--- config.mk ---
export PLATFORM = sky130hd
export DESIGN_NAME = cfa_frame_sched
export DESIGN_NICKNAME = d
export VERILOG_FILES = /design/src/rtl/cfa_frame_sched.sv
export SDC_FILE = /design/constraint.sdc
export NUM_CORES = 1
export LEC_CHECK = 0
export CORE_ASPECT_RATIO = 1.1
export CORE_MARGIN = 2
export CORE_UTILIZATION = 30
export CTS_CLUSTER_SIZE = 10
export DETAILED_ROUTE_END_ITERATION = 8
export GPL_TIMING_DRIVEN = 0
export HOLD_SLACK_MARGIN = 0.15
export PLACE_DENSITY = 0.53
export SYNTH_ARGS = -nofsm -noshare
export SYNTH_HDL_FRONTEND = slang
export SYNTH_SLANG_ARGS = --single-unit
--- constraint.sdc ---
create_clock -name clk -period 5.9 [get_ports clk]
set_input_delay 1.18 -clock clk [delete_from_list [all_inputs] [get_ports clk]]
set_output_delay 1.18 -clock clk [all_outputs]
set_load 0.02 [all_outputs]
--- src/rtl/cfa_frame_sched.sv ---
// ---------------------------------------------------------------------------
// cfa_frame_sched
//
// Frame sequencer feeding the Bayer demosaic (CFA) stage from a raw pixel
// buffer with one-cycle synchronous read latency. It produces the
// vsync/hsync/den framing, issues pixel read requests one cycle ahead of
// every den cycle (with x/y coordinates), and forwards the returned raw
// pixel aligned to den. Single-shot or continuous frames.
//
// Ports:
//   clk, reset      clock, synchronous active-high reset
//   start           frame start pulse, accepted only while idle
//   cont            continuous mode, looked at only when the inter-frame
//                   gap ends
//   clr_err         clears start_dropped
//   pix_req/x/y     buffer read strobe and coordinates (0 when no request)
//   pix_data        raw pixel, returned the cycle after pix_req
//   out_vsync/hsync/den/raw   framing and data towards the CFA stage
//   busy            sequencer not idle
//   done            one-cycle pulse in the first gap cycle after a frame
//   frame_cnt       completed frames, wrapping
//   start_dropped   sticky flag: start arrived while not idle
// ---------------------------------------------------------------------------
`timescale 1ns/1ps

module cfa_frame_sched #(
    parameter int H_ACTIVE = 512,
    parameter int V_ACTIVE = 512,
    parameter int H_BLANK  = 16,
    parameter int V_PRE    = 4,
    parameter int V_POST   = 4,
    parameter int V_GAP    = 8
) (
    input  logic       clk,
    input  logic       reset,
    input  logic       start,
    input  logic       cont,
    input  logic       clr_err,
    output logic       pix_req,
    output logic [9:0] pix_x,
    output logic [9:0] pix_y,
    input  logic [7:0] pix_data,
    output logic       out_vsync,
    output logic       out_hsync,
    output logic       out_den,
    output logic [7:0] out_raw,
    output logic       busy,
    output logic       done,
    output logic [7:0] frame_cnt,
    output logic       start_dropped
);

    typedef enum logic [2:0] {
        S_IDLE,
        S_VPRE,
        S_ACTIVE,
        S_HBLANK,
        S_VPOST,
        S_GAP
    } state_t;

    // Last count value of each timed state.
    localparam logic [9:0] HA_LAST   = 10'(H_ACTIVE - 1);
    localparam logic [9:0] VA_LAST   = 10'(V_ACTIVE - 1);
    localparam logic [9:0] HB_LAST   = 10'(H_BLANK - 1);
    localparam logic [9:0] VPRE_LAST = 10'(V_PRE - 1);
    localparam logic [9:0] VPST_LAST = 10'(V_POST - 1);
    localparam logic [9:0] GAP_LAST  = 10'(V_GAP - 1);

    state_t     state_q, state_d;
    logic [9:0] cnt_q, cnt_d;
    logic [9:0] y_q, y_d;

    logic       pix_req_q, pix_req_d;
    logic [9:0] pix_x_q, pix_x_d;
    logic [9:0] pix_y_q, pix_y_d;
    logic       vsync_q, hsync_q, den_q, busy_q, done_q, dropped_q;
    logic [7:0] frame_cnt_q;
    logic       frame_end;

    // Next state of the sequencer (the state of the coming cycle).
    always_comb begin
        state_d = state_q;
        cnt_d   = cnt_q + 10'd1;
        y_d     = y_q;
        case (state_q)
            S_IDLE: begin
                cnt_d = '0;
                if (start) begin
                    state_d = S_VPRE;
                    y_d     = '0;
                end
            end
            S_VPRE: begin
                if (cnt_q == VPRE_LAST) begin
                    state_d = S_ACTIVE;
                    cnt_d   = '0;
                end
            end
            S_ACTIVE: begin
                if (cnt_q == HA_LAST) begin
                    cnt_d   = '0;
                    state_d = (y_q == VA_LAST) ? S_VPOST : S_HBLANK;
                end
            end
            S_HBLANK: begin
                if (cnt_q == HB_LAST) begin
                    state_d = S_ACTIVE;
                    cnt_d   = '0;
                    y_d     = y_q + 10'd1;
                end
            end
            S_VPOST: begin
                if (cnt_q == VPST_LAST) begin
                    state_d = S_GAP;
                    cnt_d   = '0;
                end
            end
            S_GAP: begin
                if (cnt_q == GAP_LAST) begin
                    cnt_d = '0;
                    if (cont) begin
                        state_d = S_VPRE;
                        y_d     = '0;
                    end else begin
                        state_d = S_IDLE;
                    end
                end
            end
            default: begin
                state_d = S_IDLE;
                cnt_d   = '0;
            end
        endcase
    end

    // The read request has to lead den by one cycle while still being a
    // registered output, so it is derived from the state two cycles ahead:
    // the coming cycle (state_d/cnt_d) and whether the cycle after it is an
    // active pixel.
    always_comb begin
        pix_req_d = ((state_d == S_ACTIVE) && (cnt_d != HA_LAST)) ||
                    ((state_d == S_VPRE)   && (cnt_d == VPRE_LAST)) ||
                    ((state_d == S_HBLANK) && (cnt_d == HB_LAST));
        pix_x_d   = '0;
        pix_y_d   = '0;
        if (pix_req_d) begin
            pix_x_d = (state_d == S_ACTIVE) ? cnt_d + 10'd1 : 10'd0;
            pix_y_d = (state_d == S_HBLANK) ? y_d + 10'd1 : y_d;
        end
    end

    assign frame_end = (state_d == S_GAP) && (state_q != S_GAP);

    always_ff @(posedge clk) begin
        if (reset) begin
            state_q     <= S_IDLE;
            cnt_q       <= '0;
            y_q         <= '0;
            pix_req_q   <= 1'b0;
            pix_x_q     <= '0;
            pix_y_q     <= '0;
            vsync_q     <= 1'b0;
            hsync_q     <= 1'b0;
            den_q       <= 1'b0;
            busy_q      <= 1'b0;
            done_q      <= 1'b0;
            frame_cnt_q <= '0;
            dropped_q   <= 1'b0;
        end else begin
            state_q     <= state_d;
            cnt_q       <= cnt_d;
            y_q         <= y_d;
            pix_req_q   <= pix_req_d;
            pix_x_q     <= pix_x_d;
            pix_y_q     <= pix_y_d;
            vsync_q     <= (state_d == S_VPRE) || (state_d == S_ACTIVE) ||
                           (state_d == S_HBLANK) || (state_d == S_VPOST);
            hsync_q     <= (state_d == S_ACTIVE);
            den_q       <= (state_d == S_ACTIVE);
            busy_q      <= (state_d != S_IDLE);
            done_q      <= frame_end;
            if (frame_end) begin
                frame_cnt_q <= frame_cnt_q + 8'd1;
            end
            // A new drop event wins over a simultaneous clear.
            if (start && (state_q != S_IDLE)) begin
                dropped_q <= 1'b1;
            end else if (clr_err) begin
                dropped_q <= 1'b0;
            end
        end
    end

    assign pix_req       = pix_req_q;
    assign pix_x         = pix_x_q;
    assign pix_y         = pix_y_q;
    assign out_vsync     = vsync_q;
    assign out_hsync     = hsync_q;
    assign out_den       = den_q;
    assign out_raw       = den_q ? pix_data : 8'h00;
    assign busy          = busy_q;
    assign done          = done_q;
    assign frame_cnt     = frame_cnt_q;
    assign start_dropped = dropped_q;

endmodule

==> flow_metrics.env <==
export IMPL_synth_top_family_by_area="simple AND/OR/NAND/NOR gates"
export IMPL_tns_ns=0
export IMPL_tritoncts="built"
export IMPL_netlist_area_mm2=0.00307
export IMPL_synthArstFlopShare_pct=0
export IMPL_place_inst=532
export IMPL_ctsHoldBuffers=0
export IMPL_clockBufferDepth=2
export IMPL_cts_buffers=9
export IMPL_synthTopCellsByArea="dfxtp_1 (37%), nor2_1 (5.0%), xnor2_1 (4.0%)"
export IMPL_drive_gt1_share_pct=8.88
export IMPL_finalSetupViolations=0
export IMPL_grt_max_degree=11
export IMPL_clk_latency_ns=0.34
export IMPL_path_max_fanout=10
export IMPL_yosysTopAreaCell="dfxtp_1"
export IMPL_antenna_left=0
export IMPL_crit_required_ns=6.11
export IMPL_hold_class="reg -> reg"
export IMPL_drtIter0Drc=109
export IMPL_die_h_um=110
export IMPL_clock_skew_ns=0.00908
export IMPL_yosys_area_share_simple_pct=33.0
export IMPL_area_growth_pct=29.0
export IMPL_status="finished clean"
export IMPL_num_nets_final=441
export IMPL_end_kind="register"
export IMPL_grt_total_usage_pct=14.8
export IMPL_core_mm2=0.00994
export IMPL_avgSynthCellArea_um2=8.60
export IMPL_gp_congestion=0.819
export IMPL_synth_area_mux_share_pct=0.978
export IMPL_ys_types=63
export IMPL_finalCritPeriodShare_pct=72.4
export IMPL_start_util_pct=30.9
export IMPL_syn_inst=357
export IMPL_ys_warn_count=0
export IMPL_dieWidth_um=100
export IMPL_hold_viol=0
export IMPL_fmax_mhz=234
export IMPL_crit_type="reg -> reg"
export IMPL_grt_ovfl_total=0
export IMPL_netlist_area_leader_share_pct=37.1
export IMPL_drt_vias_per_instance=5.07
export IMPL_p_leak_nw=1.35
export IMPL_powerDensity_mw_per_mm2=199
export IMPL_synth_net_count=375
export IMPL_synthFlopType="dfxtp_1"
export IMPL_ys_seq_area_share_pct=37.1
export IMPL_cts_setup_buffers=0
export IMPL_maxCapViolations=0
export IMPL_io_buffers=55
export IMPL_drv_slew=0
export IMPL_synth_edf_count=0
export IMPL_synth_xor_area_share_pct=7.98
export IMPL_worst_ep_arrival_time_ns=4.48
export IMPL_drt_wl_total_um=7670
export IMPL_clkSinkCount=57
export IMPL_power_uw=790
export IMPL_synth_adder_area_share_pct=2.04
export IMPL_antenna_found_initial=0
export IMPL_synth_compound_area_share_pct=14.9
export IMPL_relSlewSlack_pct=30.7
export IMPL_die_area_mm2=0.0111
export IMPL_rsz0062_at_grt="false"
export IMPL_h_tree_depth=3
export IMPL_grt_pass1_vias=2658
export IMPL_cts_resized=0
export IMPL_hpwl_um=5700
export IMPL_ys_ff_latch=57
export IMPL_drt_pass1_iter_count=4
export IMPL_vias=2779
export IMPL_grt_pass1_wl_um=12800
export IMPL_irDropWorstVdd_uv=115
export IMPL_drc=0
export IMPL_instances_no_fill=548
export IMPL_cts_reportedPaths_clkPinSlew_ns=0.06
export IMPL_start_kind="register"
export IMPL_floorplan_rows=38
export IMPL_fin_crit_ns=4.27
export IMPL_antenna_cells=0
export IMPL_cts_root_buf="clkbuf_8"
export IMPL_io_pins=56
export IMPL_worst_slew_pin_slew_ns=1.02
export IMPL_wl_per_cell_um=14.0
==> logic make-up after synthesis <==
logic type	count (synthesis)
AO/OA/AOI/OAI	59
XOR/XNOR	28
adder cells (fa/ha/maj)	5
buffers and inverters	26
flip-flops	57
multiplexers	3
AND/OR/NAND/NOR	179
==> layer usage <==
layer  vias to the layer above  GRT usage [%]  part of all wire [%]
met5                         -              0                     0
met1                      1276           18.6                    48
met3                        11           4.41                   5.3
met4                         0           5.87                   2.0
li1                       1417              -                     -
met2                        75           24.0                    45
==> cell usage after synthesis (4+ instances only) <==
library cell  number
clkbuf_1          13
nor4_1            13
inv_1              7
nor3b_1            6
nor3_1            13
and2_1            13
xnor2_1           14
dfxtp_1           57
nand3_1           18
nand2_1           29
nor2_1            41
ha_1               5
nor2b_1            6
a21oi_1           19
xor2_1            14
nand2b_1           4
nand4_1            8
a211oi_2           5
and3_1             5
==> worst max-delay path, stage by stage (launching register included) <==
cell and delay (ns):
dfxtp_1 0.42, clkbuf_1 0.33, nor3_1 0.10, o211ai_1 0.27
o21ai_0 0.11, o22ai_1 0.47, clkbuf_1 0.35, and2_1 0.20
ha_1 0.26, nand4b_1 0.26, nor3_1 0.36, nand2_1 0.13
o31ai_1 0.31, clkbuf_1 0.43, a21oi_1 0.12
==> registers in the layout, indices dropped and copies added, names as in the netlist <==
| signal | count |
|---|---|
| cnt_q | 10 |
| pix_x | 10 |
| pix_y | 10 |
| y_q | 10 |
| frame_cnt | 8 |
| state_q | 3 |
| busy | 1 |
| done | 1 |
| out_den | 1 |
| out_vsync | 1 |
| pix_req | 1 |
| start_dropped | 1 |
==> cell usage in the layout, fill, tap and decap left out, drive strengths merged, types with 4 or more instances in the layout <==
| master | synthesis | routed |
|---|---|---|
| ha | 5 | 5 |
| nand3 | 18 | 18 |
| nand2 | 29 | 29 |
| nor3 | 14 | 14 |
| and3 | 5 | 5 |
| xnor2 | 14 | 14 |
| xor2 | 14 | 14 |
| clkdlybuf4s50 | 0 | 55 |
| inv | 7 | 7 |
| buf | 6 | 6 |
| nor2 | 41 | 41 |
| clkbuf | 13 | 26 |
| dfxtp | 57 | 57 |
| nor3b | 7 | 7 |
| and2 | 13 | 13 |
| a21oi | 19 | 19 |
| a211oi | 7 | 7 |
| nand4 | 8 | 8 |
| nor2b | 6 | 6 |
| nand2b | 4 | 4 |
| o21ai | 4 | 4 |
| nor4 | 16 | 16 |
==> layout make-up <==
| cell class | instances | area (um2) |
|---|---|---|
| clock inverter | 3 | 40.0 |
| multi-input combinational | 274 | 1810 |
| fill | 1031 | 5980 |
| sequential | 57 | 1140 |
| buffer | 19 | 93.8 |
| clock buffer | 13 | 149 |
| inverter | 7 | 26.3 |
| timing repair buffer | 55 | 551 |
| tap | 120 | 150 |
==> worst paths after layout <==
check	slack, ns	startpoint	cells past startpoint	end
max	1.63	state_q[1]	14	pix_y[5]
min	0.48	start_dropped	2	start_dropped
max reg2reg	1.63	state_q[1]	14	pix_y[5]
min reg2reg	0.48	start_dropped	2	start_dropped
==> through the flow <==
stage               area (um2)  util [%]  setup slack, ns  hold slack [ns]
floorplan                 3070         -             2.70            0.533
global placement          3770      38.0             1.56            0.470
detailed placement        3770      38.0             1.59            0.463
CTS                       3960      39.9             1.57            0.483
global route              3960      39.9             1.13            0.526
finish                    3960      39.9             1.63            0.478
==> where the power goes <==
part	switching [mW]	internal (mW)
clock network	0.153	0.206
logic	0.0231	0.0183
registers	0.00221	0.388
Power figures use the tool's default switching activity.
